**config.mk**
```make
export PLATFORM = sky130hd
export DESIGN_NAME = cmd_dispatch
export DESIGN_NICKNAME = d
export VERILOG_FILES = /design/src/rtl/cmd_pkg.sv /design/src/rtl/cmd_watchdog.sv /design/src/rtl/cmd_dispatch.sv
export SDC_FILE = /design/constraint.sdc
export NUM_CORES = 1
export LEC_CHECK = 0
export ABC_AREA = 1
export CAP_MARGIN = 5
export CORE_MARGIN = 1.5
export CORE_UTILIZATION = 24
export DETAILED_ROUTE_END_ITERATION = 16
export PLACE_DENSITY = 0.57
export SKIP_LAST_GASP = 1
export SLEW_MARGIN = 10
export SYNTH_ARGS = -nofsm -noshare
export SYNTH_HDL_FRONTEND = slang
export SYNTH_SLANG_ARGS = --single-unit
export TNS_END_PERCENT = 100
```
**constraint.sdc**
```tcl
create_clock -name clk_i -period 1.42 [get_ports clk_i]
set_input_delay 0.426 -clock clk_i [delete_from_list [all_inputs] [get_ports clk_i]]
set_output_delay 0.426 -clock clk_i [all_outputs]
set_load 0.05 [all_outputs]
```
**src/rtl/cmd_pkg.sv**
```systemverilog
// Shared types and constants for the command dispatcher: FSM state encoding,
// default NAK reply byte and the opcode assigned to each handler slot.
package cmd_pkg;

  typedef enum logic [1:0] {
    ST_IDLE    = 2'd0,
    ST_RUN     = 2'd1,
    ST_RELEASE = 2'd2,
    ST_NAK     = 2'd3
  } state_e;

  localparam logic [7:0] NAK_BYTE_DEFAULT = 8'hEE;

  localparam logic [7:0] OPC_SLOT0 = 8'h00;
  localparam logic [7:0] OPC_SLOT1 = 8'h01;
  localparam logic [7:0] OPC_SLOT2 = 8'h02;
  localparam logic [7:0] OPC_SLOT3 = 8'h03;

  // Opcode k selects handler slot k; anything at or above the slot count is invalid.
  function automatic logic [7:0] opc_for_slot(input int slot);
    return 8'(slot);
  endfunction

  function automatic logic opc_valid(input logic [7:0] opc, input int n_slots);
    return ({24'd0, opc} < 32'(n_slots));
  endfunction

endpackage

```
**src/rtl/cmd_watchdog.sv**
```systemverilog
// Saturating inactivity counter: expire_o holds once TIMEOUT_CYCLES-1 idle
// cycles have been counted, until cleared.
module cmd_watchdog #(
  parameter int TIMEOUT_CYCLES = 1_000_000
) (
  input  logic clk_i,
  input  logic rst_ni,
  input  logic clear_i,
  input  logic enable_i,
  output logic expire_o
);

  localparam int              CNT_W = $clog2(TIMEOUT_CYCLES);
  localparam logic [CNT_W-1:0] LAST = CNT_W'(TIMEOUT_CYCLES - 1);

  logic [CNT_W-1:0] cnt_q, cnt_d;

  assign expire_o = (cnt_q == LAST);

  // Clear has priority so activity in the expiring cycle still restarts the count.
  always_comb begin
    cnt_d = cnt_q;
    if (clear_i) begin
      cnt_d = '0;
    end else if (enable_i && !expire_o) begin
      cnt_d = cnt_q + CNT_W'(1);
    end
  end

  always_ff @(posedge clk_i or negedge rst_ni) begin
    if (!rst_ni) begin
      cnt_q <= '0;
    end else begin
      cnt_q <= cnt_d;
    end
  end

endmodule

```
**src/rtl/cmd_dispatch.sv**
```systemverilog
// Command dispatcher: decodes opcode bytes, grants the shared UART transmitter
// to one handler at a time and aborts handlers that stall past the watchdog.
//
// state   | meaning
// IDLE    | waiting for a new rx byte to decode
// RUN     | handler sel activated, its tx stream routed to the UART
// RELEASE | activate dropped, waiting for done[sel] and rx_ready to clear
// NAK     | invalid opcode, one NAK byte sent once the transmitter is free
module cmd_dispatch
  import cmd_pkg::*;
#(
  parameter int         N_HANDLERS     = 4,
  parameter int         TIMEOUT_CYCLES = 1_000_000,
  parameter logic [7:0] NAK_BYTE       = NAK_BYTE_DEFAULT
) (
  input  logic                    clk_i,
  input  logic                    rst_ni,
  input  logic                    rx_ready_i,
  input  logic [7:0]              rx_data_i,
  input  logic                    tx_active_i,
  input  logic                    tx_done_i,
  output logic [7:0]              tx_data_o,
  output logic                    tx_start_o,
  output logic [N_HANDLERS-1:0]   hnd_activate_o,
  input  logic [N_HANDLERS-1:0]   hnd_done_i,
  input  logic [8*N_HANDLERS-1:0] hnd_tx_data_i,
  input  logic [N_HANDLERS-1:0]   hnd_tx_start_i,
  output logic                    busy_o,
  output logic                    err_o,
  output logic [7:0]              cur_cmd_o
);

  localparam int SEL_W = (N_HANDLERS > 1) ? $clog2(N_HANDLERS) : 1;

  state_e                state_q;
  logic [SEL_W-1:0]      sel_q;
  logic [7:0]            cur_cmd_q;
  logic [N_HANDLERS-1:0] activate_q;
  logic                  err_q;
  logic                  rx_ready_q;

  logic new_byte;
  logic sel_done;
  logic sel_tx_start;
  logic wd_enable;
  logic wd_clear;
  logic wd_expire;

  assign new_byte     = rx_ready_i & ~rx_ready_q;
  assign sel_done     = hnd_done_i[sel_q];
  assign sel_tx_start = hnd_tx_start_i[sel_q];
  assign wd_enable    = (state_q == ST_RUN);
  // Held clear outside RUN so every dispatch starts from zero.
  assign wd_clear     = ~wd_enable | sel_tx_start | tx_done_i;

  cmd_watchdog #(
    .TIMEOUT_CYCLES(TIMEOUT_CYCLES)
  ) u_watchdog (
    .clk_i   (clk_i),
    .rst_ni  (rst_ni),
    .clear_i (wd_clear),
    .enable_i(wd_enable),
    .expire_o(wd_expire)
  );

  always_ff @(posedge clk_i or negedge rst_ni) begin
    if (!rst_ni) begin
      state_q    <= ST_IDLE;
      sel_q      <= '0;
      cur_cmd_q  <= 8'h00;
      activate_q <= '0;
      err_q      <= 1'b0;
      rx_ready_q <= 1'b0;
    end else begin
      rx_ready_q <= rx_ready_i;
      err_q      <= 1'b0;
      case (state_q)
        ST_IDLE: begin
          if (new_byte) begin
            if (opc_valid(rx_data_i, N_HANDLERS)) begin
              sel_q      <= rx_data_i[SEL_W-1:0];
              cur_cmd_q  <= rx_data_i;
              activate_q <= N_HANDLERS'(1) << rx_data_i[SEL_W-1:0];
              state_q    <= ST_RUN;
            end else begin
              state_q <= ST_NAK;
            end
          end
        end
        ST_RUN: begin
          // A handler finishing in the expiry cycle is a normal completion.
          if (sel_done) begin
            activate_q <= '0;
            state_q    <= ST_RELEASE;
          end else if (wd_expire) begin
            activate_q <= '0;
            err_q      <= 1'b1;
            state_q    <= ST_RELEASE;
          end
        end
        ST_RELEASE: begin
          if (!sel_done && !rx_ready_i) begin
            state_q <= ST_IDLE;
          end
        end
        ST_NAK: begin
          if (!tx_active_i) begin
            state_q <= ST_RELEASE;
          end
        end
        default: state_q <= ST_IDLE;
      endcase
    end
  end

  always_comb begin
    tx_data_o  = 8'h00;
    tx_start_o = 1'b0;
    if (state_q == ST_RUN) begin
      tx_data_o  = hnd_tx_data_i[{sel_q, 3'b000} +: 8];
      tx_start_o = sel_tx_start;
    end else if ((state_q == ST_NAK) && !tx_active_i) begin
      tx_data_o  = NAK_BYTE;
      tx_start_o = 1'b1;
    end
  end

  assign hnd_activate_o = activate_q;
  assign busy_o         = (state_q != ST_IDLE);
  assign err_o          = err_q;
  assign cur_cmd_o      = cur_cmd_q;

endmodule

```
Word-level counts from Yosys, hierarchy flattened --
Index checks and enable logic that the tools add are counted.
Word-level totals: register bits after elaboration 38, output and inout port bits 23, input port bits 53, logic and storage cells 65
Cells by class: shifts and indexed selects 2, add/subtract/negate cells 1, eq/ne operators 9, order comparisons 2, bitwise operators 5, reductions and logical operators 14, mux-type cells 25
Operators with widths (count):
- 2-to-1 mux 20 bit | 2
- variable part select 32 x 6 -> 8 bit | 1
- adder 20 x 1 -> 20 bit (second input constant) | 1
- equality test 20 bit (second input constant) | 1
- 2-to-1 mux 4 bit | 4
- 2-to-1 mux 8 bit | 2
- 2-to-1 mux 2 bit | 6
- < comparator 8 x 3 -> 1 bit (second input constant) | 1
- inequality test 2 bit (second input constant) | 4
- one-hot mux 2 bit (4 select lines) | 1
- one-hot mux 4 bit (2 select lines) | 1
- AND reduction 4 bit | 2
- 2-to-1 mux 1 bit | 7
- nonzero test 2 bit | 3
- binary-select mux 1 bit (select 2 bit) | 2
- equality test 2 bit (second input constant) | 2
- logical NOT 1 bit | 4
- << shifter 1 x 2 -> 4 bit (first input constant) | 1
- logical AND 1 bit | 3
- < comparator 2 x 3 -> 1 bit (second input constant) | 1
- inequality test 3 bit (second input constant) | 1
- AND reduction 3 bit | 1
- equality test 2 x 1 -> 1 bit (second input constant) | 1
- logical NOT 2 bit | 1
- 3 further kinds | 5

Depth between registers and ports, before layout --
Gate-level depths: netlist of run 1.
depth in word-level cells 6, mapped depth 10, mapped depth without buffers 9

By module --
Synthesis of run 1 repeated with hierarchy kept, for this count alone.
Second synthesis, totals: cells, all modules 370, area total of the unflattened synthesis 2587.5 µm²
Modules (own cells, without submodules):
- cmd_watchdog | area each 1421.4 µm², cells each 198, times used 1, seq. area each 500.5 µm²
- cmd_dispatch | area each 1166.1 µm², cells each 172, times used 1, seq. area each 400.4 µm²

Least setup slack after synthesis of run 1 --
OpenSTA, ideal clock, no wires.
kind register to output, start register sel_q[0], end output tx_start_o, data arrival time 2213 ps, required time 994 ps, path buffers 1, setup slack -1219 ps, stages on the path, launching flop included 6, cell sequence dfrtp_1 buf_2 nand2_1 nand3_1 nand2_1 o21ai_0
Between the ends: longest elaborated chain between the ends 3
RTL lines:
- start, declared | line cmd_dispatch.sv:36 | logic [SEL_W-1:0] sel_q;
- start signal, assigned | line cmd_dispatch.sv:81 | sel_q <= rx_data_i[SEL_W-1:0];
- binary-select mux 1 bit (select 2 bit) | line cmd_dispatch.sv:51 | assign sel_tx_start = hnd_tx_start_i[sel_q];
- 2-to-1 mux 1 bit (implied by the code) | line cmd_dispatch.sv:51
- 2-to-1 mux 1 bit | line cmd_dispatch.sv:119 | if (state_q == ST_RUN) begin
- end, declared | line cmd_dispatch.sv:23 | output logic tx_start_o,
No other way between the ends. The select of a mux whose other input is x is not followed.

Worst setup path in the final report of run 1 --
Ends and elaborated chain as after synthesis.

==> results of run 1 <==
[worst max-delay path by stage]
stage | slack, ns | from | endpoint | depth (start not counted)
after detailed placement | -0.46 | hnd_tx_data_i[20] | tx_data_o[4] | 6
after CTS | -0.46 | sel_q[0] | tx_data_o[7] | 6
after floorplan | -0.36 | sel_q[0] | tx_data_o[4] | 6
after global placement | -0.46 | hnd_tx_data_i[20] | tx_data_o[4] | 6
final | -0.46 | sel_q[0] | tx_start_o | 6
after global routing | -0.54 | sel_q[0] | tx_start_o | 6
[final cells by class]
type,instances,area [µm²]
Tap cell,129,161.4
Sequential cell,36,903.4
Clock buffer,5,68.82
Multi-Input combinational cell,250,1339
Timing Repair Buffer,133,1504
Inverter,45,178.9
Fill cell,899,5042
Clock inverter,3,42.54
[where the power goes]
group	leakage (µW)	switching (µW)	total, µW	internal (µW)
registers	0.000462	121	1260	1140
logic	0.00139	1440	2800	1360
clock network	0.0000541	383	902	519
[layout by cell type (no fill, tap or decap), types with 3 or more instances in the layout]
| cell type | synthesis | final |
|---|---|---|
| sky130_fd_sc_hd__nand2_1 | 81 | 73 |
| sky130_fd_sc_hd__nor2_1 | 57 | 53 |
| sky130_fd_sc_hd__clkdlybuf4s50_1 | 0 | 50 |
| sky130_fd_sc_hd__buf_4 | 0 | 49 |
| sky130_fd_sc_hd__inv_1 | 39 | 37 |
| sky130_fd_sc_hd__dfrtp_1 | 36 | 34 |
| sky130_fd_sc_hd__buf_12 | 0 | 29 |
| sky130_fd_sc_hd__nand3_1 | 31 | 28 |
| sky130_fd_sc_hd__o21ai_1 | 9 | 18 |
| sky130_fd_sc_hd__a21oi_1 | 16 | 13 |
| sky130_fd_sc_hd__nor3_1 | 12 | 11 |
| sky130_fd_sc_hd__nand4_1 | 9 | 9 |
| sky130_fd_sc_hd__nand2_4 | 2 | 8 |
| sky130_fd_sc_hd__inv_2 | 5 | 5 |
| sky130_fd_sc_hd__xor2_1 | 5 | 5 |
| sky130_fd_sc_hd__clkbuf_8 | 0 | 5 |
| sky130_fd_sc_hd__nor2_4 | 3 | 4 |
| sky130_fd_sc_hd__o21ai_0 | 14 | 4 |
| sky130_fd_sc_hd__nand3_2 | 3 | 4 |
| sky130_fd_sc_hd__a21oi_4 | 0 | 3 |
| sky130_fd_sc_hd__nor2_2 | 0 | 3 |
[layer usage]
metal / share of wire (%) / up-vias / track usage (%)
met5: 0 / - / 0
met4: 1.4 / 0 / 4.767
met3: 5.6 / 7 / 2.566
met2: 48 / 65 / 24.69
met1: 45 / 1174 / 18.18
li1: - / 1350 / -
[flip-flops by register name, summed over array words and instances (netlist names)]
register and cells:
cur_cmd_o 7, rx_ready_q 1, u_watchdog.cnt_q 20, sel_q 1, err_o 1, state_q 2
hnd_activate_o 4
[logic make-up (layout without fill, tap and decap cells)]
kind of cell	count (synthesis)	in the layout	share of synthesized area, %
flops	36	36	39.24
buf+inv	52	186	9.101
xor+xnor	6	6	2.289
fa+ha+maj	1	1	0.5449
compound gates	42	42	9.592
simple gates	201	201	39.24
[per-stage QoR]
stage          cells  util [%]  cell area, µm²  hold WS [ns]  power, µW
2_1_floorplan    338         -            2414        0.1304       2524
3_3_place_gp     588     42.75            3950        0.3302       3921
3_5_place_dp     588     42.75            3950        0.3265       3944
4_1_cts          599     44.71            4131       0.01254       4970
5_1_grt          601     45.43            4198       0.01828       5201
6_report         601     45.43            4198       0.01202       4965
[what timing repair did]
| action | 4_1_cts | 5_1_grt |
|---|---|---|
| setup buffers | 3 | 2 |
| pin swaps | 5 | 9 |
| gates resized for setup | 16 | 15 |
| setup endpoints to repair | 39 | 46 |
==> Implementation_results.wiki, run 1 <==
{| class="wikitable"
! Metric !! Value
|-
| Core region area || 0.009240 mm²
|-
| R2R Setup Slk || -0.21 ns
|-
| Worst Max-Slew Pin Slew || 0.3687 ns
|-
| Largest net degree at the start of global routing || 26
|-
| Cell family with the largest share of critical-path delay || flip-flops
|-
| Final period util || 132.4%
|-
| Number of buffers created by CTS || 5
|-
| HPWL after DPL || 5547 µm
|-
| Worst-path cell chain || inv_4 > nand2_1 > nand3_1 > nand2_2 > o21ai_4 > buf_12
|-
| Die span in y || 100.8 µm
|-
| Max cap viols || 0
|-
| Top Ports || 76
|-
| Shortest clock period the worst path allows after layout || 1.880 ns
|-
| Post-synth EDFFs || 0
|-
| Final Hold Violating Endpoints || 0
|-
| Async set-reset flop share out of synthesis || 100.0%
|-
| Final-report setup violation count || 38
|-
| Floorplan row count || 35
|-
| Die area || 0.01016 mm²
|-
| RSZ-0062 raised after global routing || true
|-
| Largest cells by area after synthesis || sky130_fd_sc_hd__dfrtp_1 (39%), sky130_fd_sc_hd__nand2_1 (13%), sky130_fd_sc_hd__nor2_1 (9.3%)
|-
| Type of element capturing the critical path || output port
|-
| Count of vias placed by the detailed router || 2596
|-
| Setup TNS || -7.874 ns
|-
| Effective utilization at floorplan || 24.85%
|-
| Cell leakage power || 0.001902 µW
|-
| Cell type with the largest total area after synthesis || sky130_fd_sc_hd__dfrtp_1
|-
| Input/output buffers || 75
|-
| Sum of overflow across all layers after global routing || 0
|-
| Maximum level of the CTS H-tree || 2
|-
| Global-route wire length before repair || 11630 µm
|-
| Endpoint arrival time on the critical path || 1.45 ns
|-
| Length of the first detailed-routing pass in iterations || 4
|-
| # hold bufs at CTS || 0
|-
| Total Wirelength || 7063 µm
|-
| Peak supply drop || 0.0004028 V
|-
| Launch point of the worst reg-to-reg path || sel_q[0]
|-
| Clock Sink Count || 36
|-
| List of most frequent post-synthesis cells || sky130_fd_sc_hd__nand2_1 (81), sky130_fd_sc_hd__nor2_1 (57), sky130_fd_sc_hd__inv_1 (39)
|-
| Last weighted congestion value of the routability-driven placer || 0.8296
|-
| Worst slew margin || 75.23%
|-
| Min-Delay Path Class || input port to async pin
|-
| Critical Path Max Stage Delay || 0.46 ns
|-
| Maximum clock frequency || 0.5319 GHz
|-
| Violations in the final reports || setup timing
|-
| Post-synthesis cell type count || 26
|-
| Clock input transition at the sequential cells of the worst setup and hold paths || 0.08 ns
|-
| Mapped Nets || 392
|-
| Cell with the most instances after synthesis || sky130_fd_sc_hd__nand2_1
|-
| Power density normalized to cell area || 1183 mW/mm²
|-
| Iteration-0 DRC count of the detailed router || 66
|-
| Gate Count Post-Synth || 338
|-
| Via count of the first global-routing pass || 2517
|-
| Worst-case setup slack after placement || -0.4563 ns
|-
| Signed area change from the synthesized netlist to the final layout || 82.83%
|-
| Slowest cell on the critical path || sky130_fd_sc_hd__dfrtp_2
|-
| Final worst clock skew || 0.003053 ns
|-
| Result of the run || complete, but fails checks
|-
| Minimum setup slack in the final design || -0.4601 ns
|-
| Antenna cell count || 0
|-
| Critical R2R Capture || u_watchdog.cnt_q[3]
|-
| Final antenna-violating net count || 0
|-
| Critical setup path kind || flip-flop to output port
|-
| Latest clock arrival within the worst-skew pair || 0.29 ns
|-
| Syn Area/Cell || 6.793 µm²
|-
| Cell count of the worst reg-to-reg path || 10
|-
| CP bufs+invs || 2
|-
| Maximum fanout encountered on the critical timing path || 13
|-
| Max-slew violation total from the final report || 0
|-
| Critical path data required time || 0.99 ns
|-
| Post-Synthesis Cell Area || 0.002296 mm²
|-
| Number of nets in the layout || 525
|-
| Via count normalized by instance count || 4.319
|-
| Die span in x || 100.8 µm
|-
| CTS tree || done
|-
| Most used flip-flop cell after synthesis || sky130_fd_sc_hd__dfrtp_1
|-
| DRC || 0
|-
| Routed length per placed instance || 11.75 µm
|-
| Initial antenna violation count || 0
|-
| Fraction of synthesized cell area taken by the top area cell type || 39.24%
|-
| Worst Setup Start Kind || flip-flop
|-
| Fraction of the yosys area taken by sequential cells || 39.24%
|-
| Warning count from the yosys run || 0
|-
| GRT Overall Usage || 14.37%
|-
| Layout cell share with drive strength beyond 1 || 28.18%
|-
| Number of synthesized register bits || 36
|-
| CTS Buffer Depth || 2
|-
| Root buffer cell || sky130_fd_sc_hd__clkbuf_8
|}
No activity file was read; power rests on OpenSTA's default activity.
==> inputs of run 2 (changes only) <==
--- a/config.mk
+++ b/config.mk
@@ -10,7 +10,7 @@
 export CORE_MARGIN = 1.5
 export CORE_UTILIZATION = 24
 export DETAILED_ROUTE_END_ITERATION = 16
-export PLACE_DENSITY = 0.57
+export PLACE_DENSITY_LB_ADDON = 0.2
 export SKIP_LAST_GASP = 1
 export SLEW_MARGIN = 10
 export SYNTH_ARGS = -nofsm -noshare
==> constraint.sdc (replaced) <==
create_clock -name clk_i -period 2.3 [get_ports clk_i]
set_input_delay 0.69 -clock clk_i [delete_from_list [all_inputs] [get_ports clk_i]]
set_output_delay 0.69 -clock clk_i [all_outputs]
set_load 0.05 [all_outputs]
==> Implementation_results.wiki, run 2 (synthesized netlist as in run 1, its figures left out) <==
{| class="wikitable"
! Metric !! Value
|-
| Result of the run || finished clean
|-
| GRT Overall Usage || 14.23% (-0.14 points)
|-
| Latest clock arrival within the worst-skew pair || 0.29 ns (about the same)
|-
| Die span in x || 100.8 µm (unchanged)
|-
| CTS Buffer Depth || 2 (unchanged)
|-
| Cell area after placement || 0.003342 mm² (-15%)
|-
| HPWL after DPL || 5277 µm (-4.9%)
|-
| Via count of the first global-routing pass || 2415 (-4.1%)
|-
| Peak supply drop || 0.0003298 V (-18%)
|-
| Sw Ratio || 41.25% (+2.0 points)
|-
| Count of vias placed by the detailed router || 2488 (-4.2%)
|-
| CTS tree || done
|-
| Worst Setup Start Kind || input port
|-
| Worst Max-Slew Pin Slew || 0.5166 ns (+0.1479 ns)
|-
| Number of filler instances in the final layout || 960 (+6.8%)
|-
| Endpoint arrival time on the critical path || 1.58 ns (+0.13 ns)
|-
| Sum of overflow across all layers after global routing || 0 (unchanged)
|-
| Signed area change from the synthesized netlist to the final layout || 55.91%
|-
| Instance count after placement with tap cells included || 544 (-7.5%)
|-
| Critical setup path kind || input port to output port
|-
| DRC || 0 (unchanged)
|-
| Final-report setup violation count || 0 (-100%)
|-
| Total Wirelength || 6979 µm (-1.2%)
|-
| Top Ports || 76 (unchanged)
|-
| Clock group share of total power || 20.8% (+2.6 points)
|-
| Commonest cells after routing, fill and taps aside || sky130_fd_sc_hd__nand2_1 (74), sky130_fd_sc_hd__nor2_1 (57), sky130_fd_sc_hd__inv_1 (38)
|-
| Max FFs per register || 20 (unchanged)
|-
| Last weighted congestion value of the routability-driven placer || 0.8066 (-2.8%)
|-
| Min-Delay Path Class || input port to async pin
|-
| Die span in y || 100.8 µm (unchanged)
|-
| Via count normalized by instance count || 4.459 (+3.2%)
|-
| Shortest clock period the worst path allows after layout || 2.274 ns
|-
| Final antenna-violating net count || 0 (unchanged)
|-
| Core region area || 0.009240 mm² (unchanged)
|-
| Max cap viols || 0 (unchanged)
|-
| Number of non-filler instances in the completed layout || 558 (-7.2%)
|-
| Number of nets in the layout || 482 (-8.2%)
|-
| Fraction of power consumed by combinational cells || 50.0% (-6.4 points)
|-
| Register with the most flip-flops || u_watchdog.cnt_q
|-
| Largest net degree at the start of global routing || 21 (-19%)
|-
| Number of buffers created by CTS || 5 (unchanged)
|-
| Setup TNS || 0 ns (+7.874 ns)
|-
| Final period util || 98.85%
|-
| Routed length per placed instance || 12.51 µm (+6.4%)
|-
| Layout cell share with drive strength beyond 1 || 17.95% (-10 points)
|-
| Final Hold Violating Endpoints || 0 (unchanged)
|-
| Length of the first detailed-routing pass in iterations || 4 (unchanged)
|-
| Initial antenna violation count || 0 (unchanged)
|-
| Net Switching || 1092 µW (-44%)
|-
| Maximum level of the CTS H-tree || 2 (unchanged)
|-
| RSZ-0062 raised after global routing || true
|-
| Effective utilization at floorplan || 24.85% (unchanged)
|-
| Portion of total power attributed to sequential cells || 29.1% (+3.7 points)
|-
| Die area || 0.01016 mm² (unchanged)
|-
| Worst-case hold slack || 0.3096 ns (+0.2976 ns)
|-
| Total non-filler cell area in the finished layout || 0.003580 mm² (-15%)
|-
| Clock Sink Count || 36 (unchanged)
|-
| Maximum fanout encountered on the critical timing path || 1 (-12)
|-
| Critical path data required time || 1.61 ns (+0.62 ns)
|-
| Internal power || 1555 µW (-48%)
|-
| Most frequent standard cell in the layout excluding fill and tap cells || sky130_fd_sc_hd__nand2_1
|-
| Cell leakage power || 0.001686 µW (-11%)
|-
| Type of element capturing the critical path || output port
|-
| Worst slew margin || 65.45% (-9.8 points)
|-
| Global-route wire length before repair || 11420 µm (-1.8%)
|-
| Input/output buffers || 75 (unchanged)
|-
| Root buffer cell || sky130_fd_sc_hd__clkbuf_8
|-
| Iteration-0 DRC count of the detailed router || 98 (+48%)
|-
| Floorplan row count || 35 (unchanged)
|-
| Maximum clock frequency || 0.4398 GHz
|-
| Final worst clock skew || 0.005654 ns (+0.002602 ns)
|-
| Max-slew violation total from the final report || 0 (unchanged)
|-
| Power density normalized to cell area || 739.3 mW/mm² (-37%)
|-
| Clock input transition at the sequential cells of the worst setup and hold paths || 0.08 ns (about the same)
|-
| Antenna cell count || 0 (unchanged)
|}
run 2: cell types whose count changed in the layout (fill, tap and decap cells not counted), moves of 5 or more:
cell and change:
sky130_fd_sc_hd__buf_4 -32, sky130_fd_sc_hd__clkdlybuf4s50_1 -14, sky130_fd_sc_hd__nand2_4 -5, sky130_fd_sc_hd__dlymetal6s2s_1 +8
sky130_fd_sc_hd__dlygate4sd2_1 +17, sky130_fd_sc_hd__nand3_2 +6, sky130_fd_sc_hd__buf_12 -20
run 2: path summary, 6_finish.rpt:
| kind | start | end | slack, ns | cells past startpoint |
|---|---|---|---|---|
| worst min register to register | hnd_activate_o[2] | hnd_activate_o[2] | 0.48 | 2 |
| worst max-delay path | hnd_tx_data_i[14] | tx_data_o[6] | 0.03 | 6 |
| min in group clk_i | hnd_activate_o[2] | hnd_activate_o[2] | 0.48 | 2 |
| worst min-delay path | rst_ni | hnd_activate_o[3] | 0.31 | 1 |
| worst max register to register | u_watchdog.cnt_q[1] | hnd_activate_o[1] | 0.63 | 8 |
| max in group asynchronous | rst_ni | u_watchdog.cnt_q[19] | 1.38 | 2 |
run 2: cell type report:
cell class	instances	area (µm²)	area share, %
clock buffer	6	72.57	2.027
timing repair buffer	90	945.9	26.42
tap	129	161.4	4.509
inverter	45	175.2	4.893
clock inverter	2	35.03	0.9787
multi-input combinational	250	1285	35.90
sequential	36	904.6	25.27
run 2: per-stage QoR:
stage | setup slack, ns | util [%] | power, µW
after floorplan | 0.02178 | - | 1499
after global placement | -0.1980 | 36.17 | 2046
after detailed placement | -0.1966 | 36.17 | 2056
after CTS | -0.02783 | 37.81 | 2647
after global routing | -0.01019 | 38.74 | 2794
final | 0.02638 | 38.74 | 2646
run 2: routing by layer:
metal,share of wire (%),up-vias,GRT usage (%)
met5,0,-,0
met1,47,1130,18.49
met3,7.0,7,3.398
met4,1.3,0,4.659
li1,-,1266,-
met2,45,85,23.23
run 2: worst max-delay path: stages:
cell and delay, ns:
sky130_fd_sc_hd__clkdlybuf4s50_1 0.46, sky130_fd_sc_hd__nand2_1 0.05, sky130_fd_sc_hd__nand3_1 0.08, sky130_fd_sc_hd__nand3_1 0.08, sky130_fd_sc_hd__nand2_2 0.09, sky130_fd_sc_hd__buf_12 0.13
run 2: power groups by stage:
stage                     registers (µW)  logic, µW  clock network (µW)
after floorplan                      932        567                   0
after detailed placement             785       1270                   0
after CTS                            771       1300                 574
after global routing                 783       1410                 600
final                                771       1320                 552
after global placement               782       1260                   0
run 2: timing repair:
item,CTS,global route
buffers inserted,3,3
gates resized for setup,40,23
hold buffers,0,0
hold endpoints to repair,0,0
setup endpoints to repair,9,8
pin swaps,25,17
==> inputs of run 3 (changes only) <==
--- a/config.mk
+++ b/config.mk
@@ -12,7 +12,7 @@
 export DETAILED_ROUTE_END_ITERATION = 16
 export PLACE_DENSITY_LB_ADDON = 0.2
 export SKIP_LAST_GASP = 1
-export SLEW_MARGIN = 10
+export SLEW_MARGIN = 30
 export SYNTH_ARGS = -nofsm -noshare
 export SYNTH_HDL_FRONTEND = slang
 export SYNTH_SLANG_ARGS = --single-unit
==> results of run 3 <==
Same layout as run 2: the final DEF is identical, and so are final timing and power.
